### src/rtl/cache_ctrl_wb.sv
// Write-back cache miss controller: optional victim writeback burst, line refill burst, one-cycle commit.
// Performance counters are built only when CACHE_CTRL_PERF_EN is defined; otherwise they read as zero.
module cache_ctrl_wb #(
  parameter int unsigned BURST_LEN = 4,
  parameter int unsigned CNT_W     = 4
) (
  input  logic             clk,
  input  logic             reset,
  input  logic             req,
  input  logic             write_en,
  input  logic             hit,
  input  logic             dirty_bit,
  input  logic             mem_ready,
  output logic             stall,
  output logic             mem_wr,
  output logic             mem_rd,
  output logic [CNT_W-1:0] beat_idx,
  output logic             wb_sel,
  output logic             fill_we,
  output logic             line_done,
  output logic             overwrite_data,
  output logic [15:0]      miss_count,
  output logic [15:0]      wb_count
);

  localparam logic [1:0] IDLE      = 2'd0;
  localparam logic [1:0] WRITEBACK = 2'd1;
  localparam logic [1:0] REFILL    = 2'd2;
  localparam logic [1:0] DONE      = 2'd3;

  localparam logic [CNT_W-1:0] LAST_BEAT = CNT_W'(BURST_LEN - 1);

  logic [1:0]       state;
  logic [1:0]       state_nxt;
  logic [CNT_W-1:0] cnt;
  logic [CNT_W-1:0] cnt_nxt;
  logic             miss;
  logic             in_idle;
  logic             in_wb;
  logic             in_refill;

  assign miss      = req && !hit;
  assign in_idle   = (state == IDLE);
  assign in_wb     = (state == WRITEBACK);
  assign in_refill = (state == REFILL);

  always_comb begin
    state_nxt = state;
    cnt_nxt   = cnt;
    case (state)
      IDLE: begin
        if (miss) begin
          cnt_nxt   = '0;
          state_nxt = dirty_bit ? WRITEBACK : REFILL;
        end
      end
      WRITEBACK: begin
        if (mem_ready) begin
          if (cnt == LAST_BEAT) begin
            cnt_nxt   = '0;
            state_nxt = REFILL;
          end else begin
            cnt_nxt = cnt + CNT_W'(1);
          end
        end
      end
      REFILL: begin
        if (mem_ready) begin
          if (cnt == LAST_BEAT) begin
            cnt_nxt   = '0;
            state_nxt = DONE;
          end else begin
            cnt_nxt = cnt + CNT_W'(1);
          end
        end
      end
      default: begin
        cnt_nxt   = '0;
        state_nxt = IDLE;
      end
    endcase
  end

  always_ff @(posedge clk or negedge reset) begin
    if (!reset) begin
      state <= IDLE;
      cnt   <= '0;
    end else begin
      state <= state_nxt;
      cnt   <= cnt_nxt;
    end
  end

  assign stall     = !in_idle || miss;
  assign mem_wr    = in_wb;
  assign wb_sel    = in_wb;
  assign mem_rd    = in_refill;
  assign fill_we   = in_refill && mem_ready;
  assign line_done = (state == DONE);
  assign beat_idx  = (in_wb || in_refill) ? cnt : '0;
  // Gated by reset so a store hit presented during reset cannot write the array.
  assign overwrite_data = reset && in_idle && req && hit && write_en;

`ifdef CACHE_CTRL_PERF_EN
  logic miss_exit;
  assign miss_exit = in_idle && miss;

  always_ff @(posedge clk or negedge reset) begin
    if (!reset) begin
      miss_count <= '0;
      wb_count   <= '0;
    end else if (miss_exit) begin
      if (miss_count != '1) miss_count <= miss_count + 16'd1;
      if (dirty_bit && (wb_count != '1)) wb_count <= wb_count + 16'd1;
    end
  end
`else
  assign miss_count = '0;
  assign wb_count   = '0;
`endif

endmodule
### config.mk
export PLATFORM = sky130hd
export DESIGN_NAME = cache_ctrl_wb
export DESIGN_NICKNAME = d
export VERILOG_FILES = /design/src/rtl/cache_ctrl_wb.sv
export SDC_FILE = /design/constraint.sdc
export NUM_CORES = 1
export LEC_CHECK = 0
export BUFFER_PORTS_ARGS = -buffer_cell sky130_fd_sc_hd__buf_2
export CORE_MARGIN = 2
export CORE_UTILIZATION = 41
export CTS_CLUSTER_SIZE = 25
export DETAILED_ROUTE_END_ITERATION = 8
export PLACE_DENSITY_LB_ADDON = 0.3
export SLEW_MARGIN = 25
export SYNTH_ARGS = -nofsm -noshare
export SYNTH_HDL_FRONTEND = slang
export SYNTH_SLANG_ARGS = --single-unit
### constraint.sdc
create_clock -name clk -period 2.4 [get_ports clk]
set_clock_uncertainty 0.2 [all_clocks]
set_input_delay 0.12 -clock clk [delete_from_list [all_inputs] [get_ports clk]]
set_output_delay 0.12 -clock clk [all_outputs]
set_load 0.01 [all_outputs]
==> reports/results.ini <==
[setup_path]
r2r_slack_ns = 0.53
path_max_fanout = 8
crit_family = flip-flops
reg2reg_from = state[1]
critical_path_cell_count = 6
reg2reg_depth = 6
worstSetupStartpointType = flip-flop
crit_chain = inv_1, ha_1, inv_2, o22ai_4, nor4_1, a21o_1
critPathArrivalTime_ns = 1.79
critPathLaunch = state[1]
r2r_end = cnt[0]
required_ns = 2.32
endpoint_kind = flip-flop
critPathKind = reg2reg
path_buf_inv = 2
crit_path_max_incr_delay_ns = 0.46
crit_end = cnt[0]
slowest_stage = dfrtp_1

[final_layout]
drive_gt1_share_pct = 24.30
instances_no_fill = 132
final_common_cell = conb_1
mostFrequentLayoutCells = 32 x conb_1, 17 x buf_2, 7 x inv_1, 7 x ha_1, 6 x dfrtp_1
syn_to_final_growth_pct = 2.365
diodes = 0
final_net_count = 123
fin_util_pct = 44.40
fillers = 186

[timing]
setup_tns_ns = 0
setup_viol = 0
whs_ns = 0.04259
finalCritPeriodShare_pct = 77.92
rsz0062_at_grt = false
max_freq_ghz = 0.5347
fin_crit_ns = 1.870
slew_viol_final = 0
finalHoldViolations = 0

[yosys]
async_flop_share_pct = 100.0
ys_seq_area_share_pct = 20.27
synth_flop_cell = dfrtp_1
yosysWarnings = 0
syn-cell-area_um2 = 740.7
ys_types = 26
ys_ff_latch = 6
syn_inst = 88
synth_edf_count = 0
syn_avg_cell_area_um2 = 8.417

[min_path]
min_path_type = in2reg
min-delay-start = dirty_bit

[clock_tree]
clk_latency_ns = 0.24
cts_tree = done
cts_setup_buffers = 0
cts_sinks = 6
cts_max_path_buffers = 2
holdBufCountCts = 1
cts.clk_slew.worst_paths_ns = 0.04
htreeDepth = 1
cts_resized = 0
root_buffer = clkbuf_4
cts_made_buffers = 3

[floorplanning]
die_x_um = 46.51
start_util_pct = 43.37
die_area_um2 = 2163
rows = 15
coreArea_um2 = 1708
ioPinCount = 50
die_h_um = 46.51

[power]
p_per_area_nw_per_um2 = 975.2
p_leak_nw = 0.4536
vdd_drop_max_mv = 0.7698

[global_routing]
grt_pass1_wl_um = 1787
grt-ovfl-total = 0
grt_max_degree = 9
grt_pass1_vias = 408
grt_util_all_layers_pct = 11.82
antenna_found_initial = 0

[drt]
drtAntennaViolNets = 0
routed-wl-met2_um = 488
drt-initial-drc-count = 8
dr_wl_met3_um = 76
via_per_inst = 3.886
post_drt_wl_per_cell_um = 8.129
vias = 513
drt_pre_antenna_iters = 3
wl_met1_um = 508
wirelength_um = 1073
drc = 0
top_layer = met3

[placement]
port_buffers = 17
routabilityCongestion = 0.7204
dp.cells = 128
hpwlAfterDp_um = 931.6

[job]
cap_violations = 0

[run_status]
status = complete, no violations

==> stage by stage <==
| stage | cell area, um2 | total power, mW | setup WS [ns] |
|---|---|---|---|
| 2_1_floorplan | 857.1 | 0.5799 | 0.6967 |
| 3_5_place_dp | 725.7 | 0.6551 | 0.5171 |
| 4_1_cts | 758.2 | 0.7495 | 0.5132 |
| 6_report | 758.2 | 0.7395 | 0.5299 |
| 3_3_place_gp | 725.7 | 0.6459 | 0.5792 |
| 5_1_grt | 758.2 | 0.8389 | 0.3218 |
==> worst register-to-register path, stage by stage (launching register included) <==
cell	delay, ns
dfrtp_1	0.46
inv_1	0.09
ha_1	0.42
inv_2	0.09
o22ai_4	0.26
nor4_1	0.08
a21o_1	0.16
==> worst min path at each step <==
| stage | to | slack [ns] | depth (start not counted) |
|---|---|---|---|
| finish | state[0] | 0.04 | 3 |
| global placement | cnt[0] | -0.24 | 1 |
| CTS | state[0] | 0.03 | 3 |
| detailed placement | state[1] | -0.24 | 1 |
| global route | cnt[2] | 0.05 | 2 |
| floorplan | cnt[0] | -0.38 | 0 |
==> per-layer routing <==
metal | track usage (%) | vias up
met2 | 16.67 | 23
met1 | 16.23 | 228
li1 | - | 262
met5 | 0 | -
met3 | 3.529 | 0
met4 | 5.714 | 0
==> area by class of cell <==
type	instances	area (um2)	share of cell area (%)
clock buffer	3	22.52	2.970
inverter	8	30.03	3.960
tap	25	31.28	4.125
sequential	6	150.1	19.80
timing repair buffer	18	95.09	12.54
multi-input combinational	72	429.2	56.60
==> Yosys cell counts (all sizes together), types with 2 or more instances <==
cell type,n,area [um2]
nor2,3,11.26
and2,4,26.28
buf,33,247.7
inv,8,30.03
o31ai,2,15.01
dfrtp,6,150.1
o21ai,4,20.02
o221ai,2,23.77
ha,7,87.58
nand2,5,18.77
a21oi,2,10.01
==> state kept, by name, indices dropped and copies added (netlist names) <==
name,count
cnt,4
state,2
==> where the power goes <==
part | switching, mW | total (mW) | internal [mW]
combinational | 0.282 | 0.466 | 0.184
clock | 0.0319 | 0.0881 | 0.0563
sequential | 0.0473 | 0.185 | 0.138
==> cells by family after synthesis <==
kind of cell,synth area share (%)
AOI/OAI and AO/OA,15.20
adders and majority gates,11.82
buffers and inverters,37.50
DFF,20.27
other,0.5063
and+or+nand+nor,14.70
No activity file was read; power rests on OpenSTA's default activity.
